**src/rtl/sync_fifo_param_pkg.sv**
```systemverilog
// Shared constants and helpers for the parametrised single-clock FIFO.
package fifo_pkg;
  localparam int FIFO_STD     = 0;
  localparam int FIFO_FWFT    = 1;
  localparam int DEF_DATA_W   = 8;
  localparam int DEF_DEPTH    = 16;

  function automatic int clog2(input int v);
    int r;
    r = 0;
    while ((1 << r) < v) r++;
    return r;
  endfunction
endpackage

```
**src/rtl/sync_fifo_param_if.sv**
```systemverilog
// Producer/consumer bundle for sync_fifo_param; the FIFO takes the slave side.
interface sync_fifo_param_if
  import fifo_pkg::*;
#(
  parameter int DATA_W = DEF_DATA_W,
  parameter int DEPTH  = DEF_DEPTH
);
  localparam int CW = clog2(DEPTH) + 1;

  logic              wr_en;
  logic [DATA_W-1:0] wr_data;
  logic              rd_en;
  logic [DATA_W-1:0] rd_data;
  logic              rd_valid;
  logic              full;
  logic              empty;
  logic              almost_full;
  logic              almost_empty;
  logic [CW-1:0]     count;
  logic              clr_err;
  logic              overflow;
  logic              underflow;

  modport master (
    output wr_en, wr_data, rd_en, clr_err,
    input  rd_data, rd_valid, full, empty, almost_full, almost_empty,
           count, overflow, underflow
  );
  modport slave (
    input  wr_en, wr_data, rd_en, clr_err,
    output rd_data, rd_valid, full, empty, almost_full, almost_empty,
           count, overflow, underflow
  );
endinterface

```
**src/rtl/sync_fifo_param_mem.sv**
```systemverilog
// Storage array: synchronous write port, asynchronous read port.
module fifo_mem_1r1w
  import fifo_pkg::*;
#(
  parameter int DATA_W = DEF_DATA_W,
  parameter int DEPTH  = DEF_DEPTH,
  parameter int AW     = clog2(DEPTH)
) (
  input  logic              clk,
  input  logic              we_i,
  input  logic [AW-1:0]     waddr_i,
  input  logic [DATA_W-1:0] wdata_i,
  input  logic [AW-1:0]     raddr_i,
  output logic [DATA_W-1:0] rdata_o
);
  logic [DATA_W-1:0] mem_q [DEPTH];

  always_ff @(posedge clk) begin
    if (we_i) mem_q[waddr_i] <= wdata_i;
  end

  assign rdata_o = mem_q[raddr_i];
endmodule

```
**src/rtl/sync_fifo_param.sv**
```systemverilog
// Single-clock FIFO with separate occupancy counter, threshold flags,
// sticky error flags and standard or first-word-fall-through read.
module sync_fifo_param
  import fifo_pkg::*;
#(
  parameter int DATA_W    = DEF_DATA_W,
  parameter int DEPTH     = DEF_DEPTH,
  parameter int AF_THRESH = DEPTH - 2,
  parameter int AE_THRESH = 2,
  parameter int FWFT      = FIFO_STD
) (
  input  logic            clk,
  input  logic            rst,
  sync_fifo_param_if.slave bus
);
  localparam int AW = clog2(DEPTH);
  localparam int CW = AW + 1;

  logic [AW-1:0]     wr_ptr_q, wr_ptr_d, rd_ptr_q, rd_ptr_d;
  logic [CW-1:0]     count_q, count_d;
  logic              ovf_q, ovf_d, udf_q, udf_d;
  logic              full, empty, wr_acc, rd_acc;
  logic [DATA_W-1:0] mem_rdata;

  // Flags come from the registered count only, never from the requests.
  assign full   = (count_q == CW'(DEPTH));
  assign empty  = (count_q == '0);
  assign wr_acc = bus.wr_en && !full;
  assign rd_acc = bus.rd_en && !empty;

  always_comb begin
    wr_ptr_d = wr_ptr_q;
    rd_ptr_d = rd_ptr_q;
    count_d  = count_q;
    if (wr_acc) wr_ptr_d = wr_ptr_q + AW'(1);
    if (rd_acc) rd_ptr_d = rd_ptr_q + AW'(1);
    case ({wr_acc, rd_acc})
      2'b10:   count_d = count_q + CW'(1);
      2'b01:   count_d = count_q - CW'(1);
      default: count_d = count_q;
    endcase
    // A fresh rejection outranks a clear in the same cycle.
    ovf_d = (bus.wr_en && full)  ? 1'b1 : (bus.clr_err ? 1'b0 : ovf_q);
    udf_d = (bus.rd_en && empty) ? 1'b1 : (bus.clr_err ? 1'b0 : udf_q);
  end

  always_ff @(posedge clk) begin
    if (rst) begin
      wr_ptr_q <= '0;
      rd_ptr_q <= '0;
      count_q  <= '0;
      ovf_q    <= 1'b0;
      udf_q    <= 1'b0;
    end else begin
      wr_ptr_q <= wr_ptr_d;
      rd_ptr_q <= rd_ptr_d;
      count_q  <= count_d;
      ovf_q    <= ovf_d;
      udf_q    <= udf_d;
    end
  end

  fifo_mem_1r1w #(.DATA_W(DATA_W), .DEPTH(DEPTH), .AW(AW)) u_mem (
    .clk     (clk),
    .we_i    (wr_acc && !rst),
    .waddr_i (wr_ptr_q),
    .wdata_i (bus.wr_data),
    .raddr_i (rd_ptr_q),
    .rdata_o (mem_rdata)
  );

  generate
    if (FWFT == FIFO_FWFT) begin : g_fwft
      assign bus.rd_data  = empty ? '0 : mem_rdata;
      assign bus.rd_valid = !empty;
    end else begin : g_std
      logic [DATA_W-1:0] rd_data_q;
      logic              rd_valid_q;
      always_ff @(posedge clk) begin
        if (rst) begin
          rd_data_q  <= '0;
          rd_valid_q <= 1'b0;
        end else begin
          rd_valid_q <= rd_acc;
          if (rd_acc) rd_data_q <= mem_rdata;
        end
      end
      assign bus.rd_data  = rd_data_q;
      assign bus.rd_valid = rd_valid_q;
    end
  endgenerate

  assign bus.full         = full;
  assign bus.empty        = empty;
  assign bus.almost_full  = (count_q >= CW'(AF_THRESH));
  assign bus.almost_empty = (count_q <= CW'(AE_THRESH));
  assign bus.count        = count_q;
  assign bus.overflow     = ovf_q;
  assign bus.underflow    = udf_q;
endmodule
```
**src/flat_wrapper.sv**
```systemverilog
// flat-port wrapper written by rule: the top's interface ports become plain ports
module sync_fifo_param_flat import fifo_pkg::*;
#(
  parameter int DATA_W    = DEF_DATA_W,
  parameter int DEPTH     = DEF_DEPTH,
  parameter int AF_THRESH = DEPTH - 2,
  parameter int AE_THRESH = 2,
  parameter int FWFT      = FIFO_STD
)
  (clk, rst, bus_wr_en, bus_wr_data, bus_rd_en, bus_clr_err, bus_rd_data, bus_rd_valid, bus_full, bus_empty, bus_almost_full, bus_almost_empty, bus_count, bus_overflow, bus_underflow);
  sync_fifo_param_if #(.DATA_W(DATA_W), .DEPTH(DEPTH)) bus_i ();
  input  logic clk;
  input  logic rst;
  input wire logic [$bits(bus_i.wr_en)-1:0] bus_wr_en;
  input wire logic [$bits(bus_i.wr_data)-1:0] bus_wr_data;
  input wire logic [$bits(bus_i.rd_en)-1:0] bus_rd_en;
  input wire logic [$bits(bus_i.clr_err)-1:0] bus_clr_err;
  output wire logic [$bits(bus_i.rd_data)-1:0] bus_rd_data;
  output wire logic [$bits(bus_i.rd_valid)-1:0] bus_rd_valid;
  output wire logic [$bits(bus_i.full)-1:0] bus_full;
  output wire logic [$bits(bus_i.empty)-1:0] bus_empty;
  output wire logic [$bits(bus_i.almost_full)-1:0] bus_almost_full;
  output wire logic [$bits(bus_i.almost_empty)-1:0] bus_almost_empty;
  output wire logic [$bits(bus_i.count)-1:0] bus_count;
  output wire logic [$bits(bus_i.overflow)-1:0] bus_overflow;
  output wire logic [$bits(bus_i.underflow)-1:0] bus_underflow;
  assign bus_i.wr_en = bus_wr_en;
  assign bus_i.wr_data = bus_wr_data;
  assign bus_i.rd_en = bus_rd_en;
  assign bus_i.clr_err = bus_clr_err;
  assign bus_rd_data = bus_i.rd_data;
  assign bus_rd_valid = bus_i.rd_valid;
  assign bus_full = bus_i.full;
  assign bus_empty = bus_i.empty;
  assign bus_almost_full = bus_i.almost_full;
  assign bus_almost_empty = bus_i.almost_empty;
  assign bus_count = bus_i.count;
  assign bus_overflow = bus_i.overflow;
  assign bus_underflow = bus_i.underflow;
  sync_fifo_param #(.DATA_W(DATA_W), .DEPTH(DEPTH), .AF_THRESH(AF_THRESH), .AE_THRESH(AE_THRESH), .FWFT(FWFT)) u_core (.clk(clk), .rst(rst), .bus(bus_i));
endmodule
```
**config.mk**
```make
export PLATFORM = sky130hd
export DESIGN_NAME = sync_fifo_param_flat
export DESIGN_NICKNAME = d
export VERILOG_FILES = /design/src/rtl/sync_fifo_param_pkg.sv /design/src/rtl/sync_fifo_param_if.sv /design/src/rtl/sync_fifo_param_mem.sv /design/src/rtl/sync_fifo_param.sv /design/src/flat_wrapper.sv
export SDC_FILE = /design/constraint.sdc
export NUM_CORES = 1
export LEC_CHECK = 0
export BUFFER_PORTS_ARGS = -buffer_cell sky130_fd_sc_hd__buf_2
export CAP_MARGIN = 10
export CORE_MARGIN = 2
export CORE_UTILIZATION = 35
export CTS_BUF_LIST = sky130_fd_sc_hd__clkbuf_8 sky130_fd_sc_hd__clkbuf_16
export DETAILED_ROUTE_END_ITERATION = 8
export HOLD_SLACK_MARGIN = 0.06
export PLACE_DENSITY_LB_ADDON = 0.3
export SLEW_MARGIN = 20
export SYNTH_ARGS = -nofsm -noshare
export SYNTH_HDL_FRONTEND = slang
export SYNTH_SLANG_ARGS = --single-unit
```
**constraint.sdc**
```tcl
create_clock -name clk -period 2.9 [get_ports clk]
set_clock_uncertainty 0.1 [all_clocks]
set_input_delay 0.435 -clock clk [delete_from_list [all_inputs] [get_ports clk]]
set_output_delay 0.435 -clock clk [all_outputs]
set_load 0.01 [all_outputs]
```
# Yosys cells after proc, flatten, opt, wreduce, memory -nomap -nowiden
# Memories as Yosys holds them, arrays and structs flattened. A register that Yosys moved wholly into a read port is not among the register bits.
# Cells that the tools add are included.
[totals]
ram_bits = 128
output_inout_bits = 20
mem_count = 1
regBits = 16
[classes]
n_lt_le_gt_ge = 2
add_sub_neg = 4
n_reduce_logical = 12
muxes = 6
n_eq_ne = 3
[memory_table]
columns = ["name", "words", "word_bits", "rd", "rd_clocked_by_memory_dff", "wr", "line_no", "rtl"]
rows = [
  ["u_core.u_mem.mem_q", 16, 8, 1, 1, 1, "sync_fifo_param_mem.sv:16", "logic [DATA_W-1:0] mem_q [DEPTH];"],
]
[op_table]
columns = ["op", "n"]
rows = [
  ["$pmux W5 S2", 1],
  ["$add A4 B1 Y4 const B", 2],
  ["$reduce_bool A2 Y1", 3],
  ["$add A5 B1 Y5 const B", 1],
  ["$eq A5 B5 Y1 const B", 1],
  ["$ge A5 B4 Y1 const B", 1],
  ["$le A5 B2 Y1 const B", 1],
  ["$logic_and A1 B1 Y1", 5],
  ["$logic_not A5 Y1", 1],
  ["$mux W1", 5],
  ["$sub A5 B1 Y5 const B", 1],
  ["$logic_not A1 Y1", 3],
  ["$eq A2 B1 Y1 const B", 1],
  ["$eq A2 B2 Y1 const B", 1],
]

# Depth between registers and ports, before layout
[depth]
word_depth = 6
depth_mapped = 13
mapped_depth_nobuf = 12

# Modules after synthesis
# A second synthesis with hierarchy kept.
[unflattened]
cells_unflattened = 339
area_unflattened_um2 = 6105.9
[by_module_without_submodules]
columns = ["module", "n_inst", "area_each_um2", "cells_per_inst"]
rows = [
  ["fifo_mem_1r1w", 1, 4987.3, 221],
  ["sync_fifo_param", 1, 1118.6, 118],
]

# Worst setup path before layout
# Ideal clock, no wire load.
[synth_path]
kind = "register to register"
from = "reg u_core.count_q[2] (netlist: u_core.bus.count[2])"
to = "reg u_core.count_q[4] (netlist: u_core.bus.count[4])"
t_required_ns = 2.676
path_stages_with_launch = 14
synth_period_minus_slack_ns = 2.938
t_arrival_ns = 2.714
path_slack_ns = -0.038
cell_sequence = "dfxtp_1 buf_6 or3_4 nor3_4 nand2b_4 inv_2 ha_1 xor2_1 ha_1 inv_1 nand2_1 a31o_2 and2_1 a2111o_1"
[synth_between]
elab_chain_len = 5
elab_cells_between_ends = 12
[synth_lines]
columns = ["item", "line_no", "rtl"]
rows = [
  ["from (decl)", "sync_fifo_param.sv:20", "logic [CW-1:0] count_q, count_d;"],
  ["from (signal assigned)", "sync_fifo_param.sv:57", "count_q <= count_d;"],
  ["$logic_not A5 Y1 *", "sync_fifo_param.sv:27", "assign empty = (count_q == '0);"],
  ["via bus_empty", "flat_wrapper.sv:21", "output wire logic [$bits(bus_i.empty)-1:0] bus_empty;"],
  ["$logic_not A1 Y1 *", "sync_fifo_param.sv:29", "assign rd_acc = bus.rd_en && !empty;"],
  ["$logic_and A1 B1 Y1 *", "sync_fifo_param.sv:29", ""],
  ["via u_core.rd_acc", "sync_fifo_param.sv:22", "logic full, empty, wr_acc, rd_acc;"],
  ["$eq A2 B1 Y1 / $eq A2 B2 Y1 (equally long branches)", "sync_fifo_param.sv:37", "case ({wr_acc, rd_acc})"],
  ["$pmux W5 S2 / $reduce_bool A2 Y1 (equally long branches)", "--", ""],
]
# The timed path passes the listed nets; every way through them passes the cells marked *.
# A chain may end at the register's enable or synchronous reset.

# Final worst setup path
[layout_path]
from = "reg u_core.count_q[4] (netlist: u_core.bus.count[4])"
to = "reg u_core.count_q[4] (netlist: u_core.bus.count[4])"
[layout_between]
elab_chain_len = 5
elab_cells_between_ends = 12
[layout_lines]
columns = ["item", "line_no"]
rows = [
  ["$logic_not A5 Y1 *", "sync_fifo_param.sv:27"],
  ["$logic_not A1 Y1 *", "sync_fifo_param.sv:29"],
  ["$logic_and A1 B1 Y1 *", "sync_fifo_param.sv:29"],
  ["via u_core.rd_acc", "sync_fifo_param.sv:22"],
  ["$eq A2 B1 Y1 / $eq A2 B2 Y1 (equally long branches)", "sync_fifo_param.sv:37"],
  ["$pmux W5 S2 / $reduce_bool A2 Y1 (equally long branches)", "--"],
]
# Marked as above.

==> out/qor.yml <==
hold_buffers: 0
grt_pass1_wl_um: 19100
overflow: 0
cp_slowest_cell: "or3_4"
grt_max_degree: 35
cts-root-buf: "clkbuf_16"
power.total_uw: 5850
max-slew-margin-rel_pct: 64.4
critical_path_class: "register to register"
worst_pin_slew_ns: 0.535
die_h_um: 136
clk_latency_ns: 0.41
vdd_drop_max_uv: 630
final_max_slew_viol_count: 0
p_per_area_nw_per_um2: 807
yosysSeqAreaShare_pct: 70.5
core_um2: 17200
drive_above_1_share_pct: 31.4
syn_nets: 370
area_growth_pct: 18.3
fin_crit_ns: 2.76
n_antenna_cell: 0
postRouteAntennaNets: 0
critical_path_arrival_ns: 2.96
io_pins: 33
critPathLaunchType: "register"
synth_area_per_cell_um2: 17.6
ys.flop_type: "edfxtp_1"
wirelength_um: 12400
fillCellCount: 1510
setup_violations: 0
vias: 3252
synth_area_leaders: "edfxtp_1 63%, mux4_2 12%, dfxtp_1 7.8%"
path_clk_slew_ns: 0.06
placedCellCount: 614
die_area_um2: 18600
slowest_delay_ns: 0.40
fin_crit_sh_pct: 95.2
synth_top_cell_by_area: "edfxtp_1"
regArea_um2: 4330
wl_per_cell_um: 19.2
yosys_warnings: 0
p_leak_uw: 0.00246
async_reset_ff_share_pct: 0
synth_seq_cells: 152
cts.sinks: 152
hpwlAfterDp_um: 7780
drt_iter0_drc: 299
netlist.area_leader.share_pct: 62.6
synth.distinct_cells: 43
max_clock_freq_mhz: 362
tns_ns: 0
rows: 48
crit_chain: "or3_4 -> nor3_4 -> nand2b_4 -> inv_2 -> ha_4 -> xor2_1 -> ha_1 -> inv_1 -> nand2_1 -> a31o_2 -> and2_1 -> a2111o_1"
drcViolationCount: 0
cts_tree: "yes"
synth.most_common_cell: "edfxtp_1"
port_buffers: 32
synth_area_um2: 6140
status: "complete, no violations"
critPathMaxFanout: 7
antenna_found_initial: 0
die_w_um: 136
initial_core_util_pct: 35.6
grt_pass1_vias: 3428
h-tree-depth: 4
nNetsFinal: 430
final-hold-violation-count: 0
cp-end-kind: "register"
yosys-top-cells-count: "128 x edfxtp_1, 37 x nor2_1, 32 x mux4_2"
clockBufferDepth: 2
dr.pass1.iters: 4
viasPerCell: 5.04
worstPathRequired_ns: 3.10
stdcell_count: 645
cts_buffers: 17
multi_input_area_um2: 1700
hold_class: "input port to register"
gp_congestion: 0.772
grt_util_all_layers_pct: 14.4
maxCapViolCount: 0
synth-edff-count: 128
fin_hold_ws_ns: 0.215
netlist_instances: 349
power by group:
group          internal (µW)  switching (µW)  total, µW
registers               2490            92.9       2590
logic                    550             632       1180
clock network           1250             835       2090
worst max-delay path, delay by kind of cell (launching register included):
kind,cells,cell delay (ns)
and+or+nand+nor,5,0.91
adders and majority gates,2,0.36
DFF,1,0.31
AOI/OAI and AO/OA,2,0.64
xor gates and xnor gates,1,0.15
buffers and inverters,2,0.17
final timing paths:
check | start | end | slack, ns | cells past startpoint
worst max-delay path | u_core.bus.count[4] | u_core.bus.count[4] | 0.14 | 12
worst min-delay path | bus_wr_en | u_core.bus.overflow | 0.21 | 3
worst max register to register | u_core.bus.count[4] | u_core.bus.count[4] | 0.14 | 12
worst min register to register | u_core.bus.rd_data[7] | u_core.bus.rd_data[7] | 0.43 | 2
logic make-up (layout without fill, tap and decap cells):
family / Yosys count / in the layout / share of synthesized area (%)
buffers and inverters: 26 / 97 / 2.20
and+or+nand+nor: 81 / 81 / 6.91
adders and majority gates: 8 / 8 / 1.63
muxes: 49 / 49 / 14.5
AOI/OAI and AO/OA: 24 / 24 / 2.98
DFF: 152 / 152 / 70.5
xor gates and xnor gates: 9 / 9 / 1.28
cell type report:
| class | count | area share (%) |
|---|---|---|
| repair buffers | 59 | 5.00 |
| inverters | 8 | 0.414 |
| flip-flops and latches | 152 | 59.6 |
| multi-input cells | 171 | 23.4 |
| well taps | 225 | 3.88 |
| clock inverters | 13 | 1.79 |
| clock buffers | 17 | 5.86 |
layout by cell type, fill, tap and decap left out, types with 2 or more instances in the layout:
master / instances
nor3_1: 2
xnor2_1: 3
nand3b_1: 10
clkinv_1: 2
xor2_1: 6
clkbuf_16: 17
nand4_1: 2
bufinv_16: 2
nor2b_1: 3
ha_1: 7
inv_1: 7
a21oi_1: 8
mux2i_1: 17
nor4_1: 2
clkinv_2: 4
buf_4: 27
nor2_1: 37
inv_6: 2
buf_2: 32
clkinv_4: 2
nand2_1: 12
mux4_2: 32
edfxtp_1: 128
dfxtp_1: 22
and3_1: 2
dfxtp_2: 2
or3_1: 2
o221ai_1: 8
per-layer routing:
layer	GRT usage, %	routed length [µm]	up-vias
li1	-	-	1485
met1	18.3	5580	1673
met2	23.8	6090	78
met3	4.25	576	16
met4	4.46	169	0
met5	0	0	-
state kept, by name (all words and copies together) (netlist names):
signal,flops
u_core.bus.count,5
u_core.bus.overflow,1
u_core.bus.rd_data,8
u_core.bus.rd_valid,1
u_core.bus.underflow,1
u_core.rd_ptr_q,4
u_core.u_mem.mem_q,128
u_core.wr_ptr_q,4
stage by stage:
step	setup slack (ns)	cell area, µm²	utilization [%]
2_1_floorplan	0.0154	6150	-
3_3_place_gp	0.164	6680	38.8
3_5_place_dp	0.118	6680	38.8
4_1_cts	0.0900	7240	42.0
5_1_grt	-0.00933	7260	42.1
6_report	0.141	7260	42.1
timing repair:
| action | 4_1_cts | 5_1_grt |
|---|---|---|
| setup endpoints to repair | 0 | 1 |
| resized for setup | 0 | 4 |
| setup buffers | 0 | 1 |
Note: power is estimated with default switching activity, not from simulation.
